===== src/rtl/nibble_serial_adder.sv =====
// nibble_serial_adder: multi-cycle WIDTH-bit adder/subtractor built around a
// single 4-bit carry-lookahead adder. Operands are captured on an input
// handshake. One nibble is processed per cycle, least significant nibble
// first. The carry is held in a register between nibbles. The result is held
// behind an output handshake until the consumer takes it.

// cla: 4-bit carry-lookahead adder slice.
module cla (
    input  logic [3:0] A,
    input  logic [3:0] B,
    input  logic       Cin,
    output logic       Cout,
    output logic [3:0] S
);

    logic [3:0] g;
    logic [3:0] p;
    logic [4:0] c;

    // Per-bit generate/propagate terms and sum bits.
    genvar gi;
    generate
        for (gi = 0; gi < 4; gi = gi + 1) begin : g_bit
            assign g[gi] = A[gi] & B[gi];
            assign p[gi] = A[gi] ^ B[gi];
            assign S[gi] = p[gi] ^ c[gi];
        end
    endgenerate

    // Each carry is written out in flat lookahead form, so there is no ripple
    // chain inside the slice.
    assign c[0] = Cin;
    assign c[1] = g[0] | (p[0] & c[0]);
    assign c[2] = g[1] | (p[1] & g[0]) | (p[1] & p[0] & c[0]);
    assign c[3] = g[2] | (p[2] & g[1]) | (p[2] & p[1] & g[0])
                | (p[2] & p[1] & p[0] & c[0]);
    assign c[4] = g[3] | (p[3] & g[2]) | (p[3] & p[2] & g[1])
                | (p[3] & p[2] & p[1] & g[0])
                | (p[3] & p[2] & p[1] & p[0] & c[0]);
    assign Cout = c[4];

endmodule

// Top level: handshake wrapper and nibble sequencer around one cla slice.
// WIDTH must be a multiple of 4 and at least 4.
module nibble_serial_adder #(
    parameter int WIDTH = 16
) (
    input  logic             clk,
    input  logic             rst_n,
    input  logic             in_valid,
    output logic             in_ready,
    input  logic [WIDTH-1:0] a,
    input  logic [WIDTH-1:0] b,
    input  logic             cin,
    input  logic             sub,
    output logic             out_valid,
    input  logic             out_ready,
    output logic [WIDTH-1:0] sum,
    output logic             cout,
    output logic             overflow
);

    localparam int NIBBLES = WIDTH / 4;
    // The index needs at least one bit, even when there is only one nibble.
    localparam int IDX_W   = (NIBBLES > 1) ? $clog2(NIBBLES) : 1;
    localparam logic [IDX_W-1:0] LAST_IDX = IDX_W'(NIBBLES - 1);

    typedef enum logic [1:0] {
        IDLE = 2'd0,
        RUN  = 2'd1,
        DONE = 2'd2
    } state_t;

    state_t           state_reg;
    logic [WIDTH-1:0] a_reg;
    logic [WIDTH-1:0] b_reg;
    logic             carry_reg;
    logic [IDX_W-1:0] idx_reg;
    logic [WIDTH-1:0] sum_reg;
    logic             cout_reg;
    logic             overflow_reg;
    logic             in_ready_reg;
    logic             out_valid_reg;

    // The bit offset of the current nibble is idx*4. It is formed by
    // concatenation so that no multiplier is needed.
    logic [IDX_W+1:0] nib_base;
    logic [3:0]       cla_a;
    logic [3:0]       cla_b;
    logic [3:0]       cla_s;
    logic             cla_cout;

    assign nib_base = {idx_reg, 2'b00};
    assign cla_a    = a_reg[nib_base +: 4];
    assign cla_b    = b_reg[nib_base +: 4];

    cla u_cla (
        .A    (cla_a),
        .B    (cla_b),
        .Cin  (carry_reg),
        .Cout (cla_cout),
        .S    (cla_s)
    );

    // Sequencer: capture the operands, step through the nibbles, then hold the
    // result until it is taken. Every output comes straight from a register.
    always_ff @(posedge clk) begin
        if (!rst_n) begin
            state_reg     <= IDLE;
            a_reg         <= '0;
            b_reg         <= '0;
            carry_reg     <= 1'b0;
            idx_reg       <= '0;
            sum_reg       <= '0;
            cout_reg      <= 1'b0;
            overflow_reg  <= 1'b0;
            in_ready_reg  <= 1'b1;
            out_valid_reg <= 1'b0;
        end else begin
            case (state_reg)
                IDLE: begin
                    if (in_valid && in_ready_reg) begin
                        // Subtraction is a + ~b + 1, so the inversion and the
                        // forced carry-in are applied once, at capture time.
                        a_reg        <= a;
                        b_reg        <= sub ? ~b : b;
                        carry_reg    <= sub ? 1'b1 : cin;
                        idx_reg      <= '0;
                        in_ready_reg <= 1'b0;
                        state_reg    <= RUN;
                    end
                end

                RUN: begin
                    sum_reg[nib_base +: 4] <= cla_s;
                    carry_reg              <= cla_cout;
                    if (idx_reg == LAST_IDX) begin
                        // The top nibble's sum bit 3 is the result sign. The
                        // operand signs come from the captured (effective) b.
                        cout_reg      <= cla_cout;
                        overflow_reg  <= (a_reg[WIDTH-1] == b_reg[WIDTH-1]) &&
                                         (cla_s[3] != a_reg[WIDTH-1]);
                        idx_reg       <= '0;
                        out_valid_reg <= 1'b1;
                        state_reg     <= DONE;
                    end else begin
                        idx_reg <= idx_reg + IDX_W'(1);
                    end
                end

                DONE: begin
                    if (out_ready) begin
                        out_valid_reg <= 1'b0;
                        in_ready_reg  <= 1'b1;
                        state_reg     <= IDLE;
                    end
                end

                default: begin
                    out_valid_reg <= 1'b0;
                    in_ready_reg  <= 1'b1;
                    state_reg     <= IDLE;
                end
            endcase
        end
    end

    assign in_ready  = in_ready_reg;
    assign out_valid = out_valid_reg;
    assign sum       = sum_reg;
    assign cout      = cout_reg;
    assign overflow  = overflow_reg;

endmodule


===== config.mk =====
export PLATFORM = sky130hd
export DESIGN_NAME = nibble_serial_adder
export DESIGN_NICKNAME = d
export VERILOG_FILES = /design/src/rtl/nibble_serial_adder.sv
export SDC_FILE = /design/constraint.sdc
export NUM_CORES = 1
export LEC_CHECK = 0
export CORE_MARGIN = 3
export CORE_UTILIZATION = 35
export CTS_BUF_LIST = sky130_fd_sc_hd__clkbuf_16
export DETAILED_ROUTE_END_ITERATION = 12
export HOLD_SLACK_MARGIN = 0.03
export PLACE_DENSITY = 0.61
export SLEW_MARGIN = 15
export SYNTH_ARGS = -nofsm -noshare
export SYNTH_HDL_FRONTEND = slang
export SYNTH_HIERARCHICAL = 1
export SYNTH_SLANG_ARGS = --single-unit

===== constraint.sdc =====
create_clock -name clk -period 4.07 [get_ports clk]
set_input_delay 0.407 -clock clk [delete_from_list [all_inputs] [get_ports clk]]
set_output_delay 0.407 -clock clk [all_outputs]
set_load 0.05 [all_outputs]

==> results.md, run 1 <==
STA:
- The worst-case headroom to the max-slew limit is 38.8%.
- The maximum clock rate is between 300 and 400 MHz.
- The worst path setup slack after routing is about 1.3 ns.
- The number of hold violations in the final report was 0.
- The final count of pins violating max slew was 0.
- The clock period could shrink to approximately 2.8 ns.
- Setup repair after global routing left no endpoint under its margin.
- The ratio of final minimum period to clock period is 68.0%.
- The number of setup violations in the final report is 0.
- At the pin with the least slew margin, the transition time is between 0.9 and 1 ns.
- The clock arrives with 0.00640 ns of skew.
- In the final timing run, aggregate negative setup slack is 0 ns.

Finish:
- The post-route core utilization is between 40% and 50%.
- The final-stage net count is 388.
- Compared with the post-synthesis result, the final layout area differs by 35.4%.
- The number of antenna repair diodes is 0.
- The post-route netlist has 9.59% of its cells at a drive strength greater than 1.

Floorplanning:
- In this run the horizontal extent of the chip is 93.0 um.
- The overall die height is approximately 93 um.
- In this run the count of I/O pins placed on the die edge is 58.
- The core region is ~0.0073 mm2.
- The cell row count is 31.
- The starting density of the core is around 36%.
- The die covers ~0.0086 mm2.

CTS:
- The clock transition at the registers of the reported paths is about 0.050 ns.
- CTS built an H-tree with a depth of 3.
- The post-CTS setup buffer count is 0.
- The total clock buffers created by CTS is 9.
- The CTS sink count is 57.
- TritonCTS built the clock tree.
- The tree is rooted in a clkbuf_16.
- The quantity of hold-fixing buffers added after cts is 0.
- The clock reaches the later pin of the worst-skew pair after approximately 0.32 ns.
- The clock passes through at most 2 buffers.
- In this run, post-CTS repair resized a total of 0 instances.

GRT:
- Global routing finished with a remaining overflow of 0.
- The met3 demand-to-capacity share in global routing is 6.03%.
- For this run, global-route usage on met2 was measured as between 20 and 25%.
- The number of global-route vias before repair was approximately 2000.
- The global-route wire length before repair is 9560 um.
- The pin count of the biggest net entering global routing is 50.
- In the global route stage, met1 resource usage came out at 17.8%.
- The initial antenna violation count is 0.
- Global routing used 14.3% of the available tracks.
- After global routing, the most crowded layer is met2.

Logic synthesis:
- By area, the combinational part of the netlist is dominated by simple AND/OR/NAND/NOR gates.
- The adder and majority gate portion of the synthesized area is 5.48%.
- The number of unique standard cell types used by synthesis is 38.
- The average cell area after synthesis is 9.20 um2.
- The simple-gate share of the synthesized area is 18.0%.
- Synthesis produced 288 cells.
- Summing the areas of all compound-gate instances in the mapped netlist gives 15.8% of the synthesized area.
- The synthesized cell area is 0.00265 mm2.
- The predominant post-synthesis flop cell is dfxtp_1.
- Synthesis inferred 57 register bits.
- The number of synthesized flops with an enable pin is 0.
- During synthesis, Yosys emitted a total of 6 warnings.
- The share of the yosys chip area belonging to registers is between 40% and 50%.
- The parity-gate share of the synthesized area counting xor and xnor cells is 6.28%.
- For this run, asynchronously set or reset flops after synthesis account for 0%.
- The net count after synthesis is 337.
- The share of synthesized area spent on multiplexers is 7.23%.

Placed design:
- During placement, the flow inserted port buffers numbering 57.
- At the placement stage, the worst setup path has a slack of around 1.3 ns.
- After legalization and detailed placement, the total HPWL measured 4150 um.
- The weighted congestion at the end of routability-driven global placement is slightly below 0.8.

Worst setup path:
- The critical path goes through buf_4 > mux4_2 > ha_1 > o21ai_0 > o21bai_1 > xor2_1 > a21oi_1 > a211oi_1.
- The number of buffers and inverters on the critical path is 1.
- The maximum fanout along the worst path is 11.
- The delay contributed by the slowest stage of the critical path is 0.62 ns.
- The worst setup path is captured at a flip-flop.
- The arrival time at the worst endpoint is 3.01 ns.
- The critical path is of the flip-flop to flip-flop type.
- For this design, the slowest cell found on the critical path is dfxtp_1.
- STA classifies the critical path startpoint as a flip-flop.
- At the worst endpoint, the required time is 4.31 ns.
- The cell type group with the largest total delay on the critical path is flip-flops.

Pwr:
- Power comes to 1.61 mW.
- The reported leakage power is 1.29 nW.
- For this design the total switching power over the nets is 0.384 mW.
- The switching share of total power is 23.8%.
- The design internal power is 1.23 mW.
- The worst-case IR drop observed on VDD is 233 uV.
- Per report_power, the sequential group accounts for 38.2% of the total.
- Dividing total power by cell area gives a power density of between 400 and 500 mW/mm2.
- Of the total power, the clock network draws 47.9%.
- The combinational power share is between 10% and 20%.

Route:
- The routed wire length is between 5000 and 6000 um.
- The first-pass iteration count of the detailed router is 4.
- After detailed routing, the number of vias per cell comes to 4.75.
- The total via count in the routed design is 2106.
- The routed wire length per instance is between 10 and 15 um.
- For this run, design rule violations remaining after detail routing come to 0.
- The detailed router finished its first iteration with 68 violations.
- The final antenna-violating net count is 0.

Run:
- The max-cap check violation count is 0.

Hold path:
- The path class of the tightest hold or removal check is flip-flop to flip-flop.

Outcome:
- The flow ran to the end, and the final reports show no timing, DRC or antenna violations.
worst register-to-register path: cells and delay by family (launching register included):
kind                     cells  cell delay, ns
buffers and inverters        1            0.27
AO/OA/AOI/OAI                4            0.61
adder cells (fa/ha/maj)      1            0.34
XOR/XNOR                     1            0.32
flip-flops                   1            0.62
multiplexers                 1            0.52
power by group through the flow:
stage,clock network [mW],registers [mW],logic (mW)
4_1_cts,0.797,0.617,0.225
2_1_floorplan,0,0.628,0.150
3_5_place_dp,0,0.628,0.224
5_1_grt,0.820,0.621,0.251
3_3_place_gp,0,0.629,0.222
6_report,0.773,0.616,0.223
metal layers:
metal	routed length (um)	part of all wire, %	vias to the layer above
li1	-	-	1109
met1	2650	47	940
met2	2670	47	51
met3	327	5.7	6
met4	46	0.81	0
met5	0	0	-
path summary, 6_finish.rpt:
kind,from,endpoint,slack [ns],cells after the start
setup / recovery,idx_reg[0],overflow,1.30,8
hold / removal,a_reg[8],a_reg[8],0.45,2
setup reg to reg,idx_reg[0],overflow,1.30,8
hold reg to reg,a_reg[8],a_reg[8],0.45,2
cell type report:
type	instances	area (um2)
repair buffers	59	586
clock buffers	9	225
fillers	739	3710
well taps	99	124
multi-input cells	205	1400
flip-flops and latches	57	1140
inverters	7	26.3
clock inverters	7	86.3
through the flow:
step                hold slack, ns  instance area (um2)  instances
floorplan                    0.433                 2650        288
global placement             0.446                 3270        427
detailed placement           0.447                 3270        427
CTS                          0.456                 3590        443
global route                 0.476                 3590        443
finish                       0.454                 3590        443
layout by cell type, fill, tap and decap left out, types with 3 or more instances in the layout:
cell and n:
a211oi_1 17, a21oi_1 24, a22o_1 4, clkbuf_16 9, clkdlybuf4s50_1 57, clkinv_2 3, dfxtp_1 57, ha_1 10
inv_1 8, mux4_2 8, nand2_1 56, nand3_1 3, nor2_1 22, o21ai_0 4, o22ai_1 12, xnor2_1 17
cells in the mapped netlist, types with 3 or more instances:
master    number  area, um2
a211oi_1      17        128
a21oi_1       24        120
a22o_1         4       35.0
buf_2          7       35.0
clkbuf_1       9       33.8
dfxtp_1       57       1140
ha_1          10        125
inv_1          7       26.3
mux4_2         8        180
nand2_1       56        210
nand3_1        3       15.0
nor2_1        22       82.6
o21ai_0        4       20.0
o22ai_1       12       75.1
xnor2_1       17        149
logic make-up after synthesis:
kind of cell             count (synthesis)
buffers and inverters                   26
adder cells (fa/ha/maj)                 11
AO/OA/AOI/OAI                           66
multiplexers                             9
AND/OR/NAND/NOR                        100
flip-flops                              57
XOR/XNOR                                19
No activity file was read; power rests on OpenSTA's default activity.
==> inputs of run 2 (changes only) <==
PLACE_DENSITY = 0.63   (was 0.61)
clock period = 2.5 ns   (was 4.07 ns; I/O delays follow)
==> results.md, run 2 (same netlist as run 1, synthesis figures left out) <==
Floorplanning:
- The overall die height is 93.0 um (unchanged).
- The starting density of the core is 36.3% (unchanged).
- The die span in x is 93.0 um (unchanged).
- The total I/O pin count came to 58 (unchanged).
- The core region area is 0.00729 mm2 (unchanged).
- The area enclosed by the die boundary came to 0.00865 mm2 (unchanged).
- The cell row count is 31 (unchanged).

Placed design:
- The cell total after placement is 434 (+1.6%).
- The weighted congestion at the end of routability-driven global placement was 0.865 (+9.7%).
- The count of port buffers added during placement came to 57 (unchanged).
- The half-perimeter wire length after detailed placement is 4480 um (+7.9%).

STA:
- The clock tree skew after final layout was 0.00407 ns (-0.00232 ns).
- The ratio of final minimum period to clock period is 94.1% (+26 points).
- The aggregate negative setup slack is 0 ns (unchanged).
- The maximum clock rate came to 425 MHz (+18%).
- The worst-case headroom to the max-slew limit is 66.0% (+27 points).
- Setup repair after global routing left no endpoint under its margin.
- The number of setup violations in the final report came to 0 (unchanged).
- The measured slew at the worst slew-check pin came to 0.507 ns (-0.410 ns).
- The number of hold violations in the final report is 0 (unchanged).
- The final count of pins violating max slew was 0 (unchanged).
- The post-layout minimum cycle time came to 2.35 ns (-0.415 ns).

Run:
- The max-cap check violation count is 0 (unchanged).

Worst setup path:
- The endpoint identified for the worst register-to-register timing path is overflow.
- The register-to-register path setup slack came to 0.15 ns (-1.16 ns).
- The critical path goes through buf_6 > mux4_2 > ha_4 > o21ai_0 > o21bai_1 > xor2_1 > a21oi_1 > a211oi_1.
- The critical path class is flip-flop to flip-flop.
- The maximum fanout along the worst path was 5 (-6).
- STA classifies the critical path endpoint as a flip-flop.
- For this design, the slowest cell found on the critical path is mux4_2.
- The arrival time at the worst endpoint was 2.58 ns (-0.43 ns).
- The cell count of the worst reg-to-reg path came to 8 (unchanged).
- The category of the worst setup path launch point is a flip-flop.
- The delay contributed by the slowest stage of the critical path is 0.54 ns (-0.08 ns).
- The startpoint identified for the worst register-to-register timing path is idx_reg[0].
- The worst path required time is 2.73 ns (-1.58 ns).

Pwr:
- The ratio of total power to cell area is 698 mW/mm2 (+55%).
- The maximum vdd drop is 443 uV (+90%).
- The reported leakage power came to 1.31 nW (+2.1%).

Outcome:
- The run finished with clean final reports.

Finish:
- The final-stage net count came to 396 (+2.1%).
- The filler cell count is 715 (-3.2%).
- The number of antenna repair diodes is 0 (unchanged).
- The count of placed standard cells in the final layout, fillers left out is 451 (+1.8%).
- In the layout the commonest cells are clkdlybuf4s50_1 (57), nand2_1 (56), dfxtp_1 (56), a21oi_1 (24), nor2_1 (22).
- The most common library cell in the layout ignoring fill and taps is clkdlybuf4s50_1.
- Compared with the post-synthesis result, the final layout area differs by 38.4%.
- The layout cell share with drive strength beyond 1 came to 12.5% (+2.9 points).

CTS:
- The insertion delay to the later sink of the worst-skew pair came to 0.32 ns (about the same).
- The depth of the CTS H-tree is 3 (unchanged).
- The root buffer cell chosen for the clock tree is clkbuf_16.
- The worst-case clock buffer depth is 2 (unchanged).
- The total clock buffers created by CTS is 9 (unchanged).
- The CTS sink count is 57 (unchanged).
- TritonCTS built the clock tree.
- The clock transition at the registers of the reported paths is 0.05 ns (about the same).

Route:
- The routed wire length came to 5950 um (+4.5%).
- The DRC violation total after the first TritonRoute iteration was 60 (-12%).
- The total via count in the routed design came to 2151 (+2.1%).
- The routed wire length per instance is 13.2 um (+2.6%).
- The first-pass iteration count of the detailed router is 4 (unchanged).
- The number of remaining DRC errors is 0 (unchanged).
- The ratio of routed vias to standard cells is 4.77 (+0.33%).
- The final antenna-violating net count is 0 (unchanged).

Hold path:
- The instance count along the most critical hold path is 2 (unchanged).
- The kind of path behind the tightest hold check is flip-flop to flip-flop.
- The startpoint of the lowest-slack hold path is out_valid.
- The worst hold path terminates at out_valid.

GRT:
- The number of global-route vias before repair is 2140 (+5.2%).
- The pin count of the biggest net entering global routing was 41 (-18%).
- The initial antenna violation count came to 0 (unchanged).
- The global-route wire length before repair is 10100 um (+5.3%).
- The total routing resource utilization after global routing came to 14.8% (+0.51 points).
- The leftover overflow at the end of global routing was 0 (unchanged).
-- run 2: cell count changes in the layout (fill, tap and decap cells not counted) --
cell / delta
dfxtp_1: -1
buf_4: +6
dfxtp_4: +1
bufinv_16: -1
ha_1: -2
ha_4: +2
buf_6: +1
clkinv_1: +1
inv_1: -1
buf_12: +1
clkinv_2: +1
-- run 2: stage by stage --
stage / instance area [um2] / utilization (%) / hold slack, ns / setup WS [ns] / power (mW)
floorplan: 2650 / - / 0.386 / 0.00951 / 1.27
global placement: 3340 / 45.8 / 0.446 / 0.113 / 1.40
detailed placement: 3340 / 45.8 / 0.451 / 0.0320 / 1.41
CTS: 3630 / 49.8 / 0.458 / 0.0596 / 2.58
global route: 3670 / 50.3 / 0.484 / 0.00745 / 2.68
finish: 3670 / 50.3 / 0.454 / 0.147 / 2.56
-- run 2: what timing repair did --
item | in CTS | in global routing
hold buffers | 0 | 0
pin swaps | 1 | 3
buffers inserted | 1 | 0
resized for setup | 1 | 4
endpoints found under the setup margin | 1 | 4
cloned | 0 | 0
-- run 2: worst max path at each step --
stage	startpoint	to	slack, ns
final	idx_reg[0]	overflow	0.15
after global routing	idx_reg[0]	overflow	0.007
after CTS	idx_reg[0]	overflow	0.06
after detailed placement	idx_reg[0]	overflow	0.03
after global placement	idx_reg[0]	overflow	0.11
after floorplan	idx_reg[0]	overflow	0.01
-- run 2: report_power, final --
part,switching (mW),leakage (nW),total (mW),internal [mW]
Combinational,0.197,0.705,0.399,0.201
Clock,0.399,0.142,1.16,0.758
Sequential,0.0396,0.466,1.00,0.963
Total,0.636,1.31,2.56,1.92
-- run 2: final cells by class --
cell class                 count  area [um2]  area share (%)
inverter                       7        26.3           0.717
tap                           99         124            3.38
multi-input combinational    205        1420            38.8
timing repair buffer          67         662            18.1
clock inverter                 7        61.3            1.67
sequential                    57        1140            31.2
clock buffer                   9         225            6.14
-- run 2: routing by layer --
layer | GRT usage, % | routed length, um | vias to the layer above
met5 | 0 | 0 | -
met4 | 7.08 | 99 | 0
met3 | 3.70 | 285 | 7
met2 | 24.7 | 2840 | 52
met1 | 17.8 | 2730 | 958
li1 | - | - | 1134
-- run 2: critical path: cells and delay by family (launching register included) --
kind	cells	cell delay (ns)
buffers and inverters	1	0.13
muxes	1	0.54
DFF	1	0.37
xor gates and xnor gates	1	0.32
adders and majority gates	1	0.30
AOI/OAI and AO/OA	4	0.61
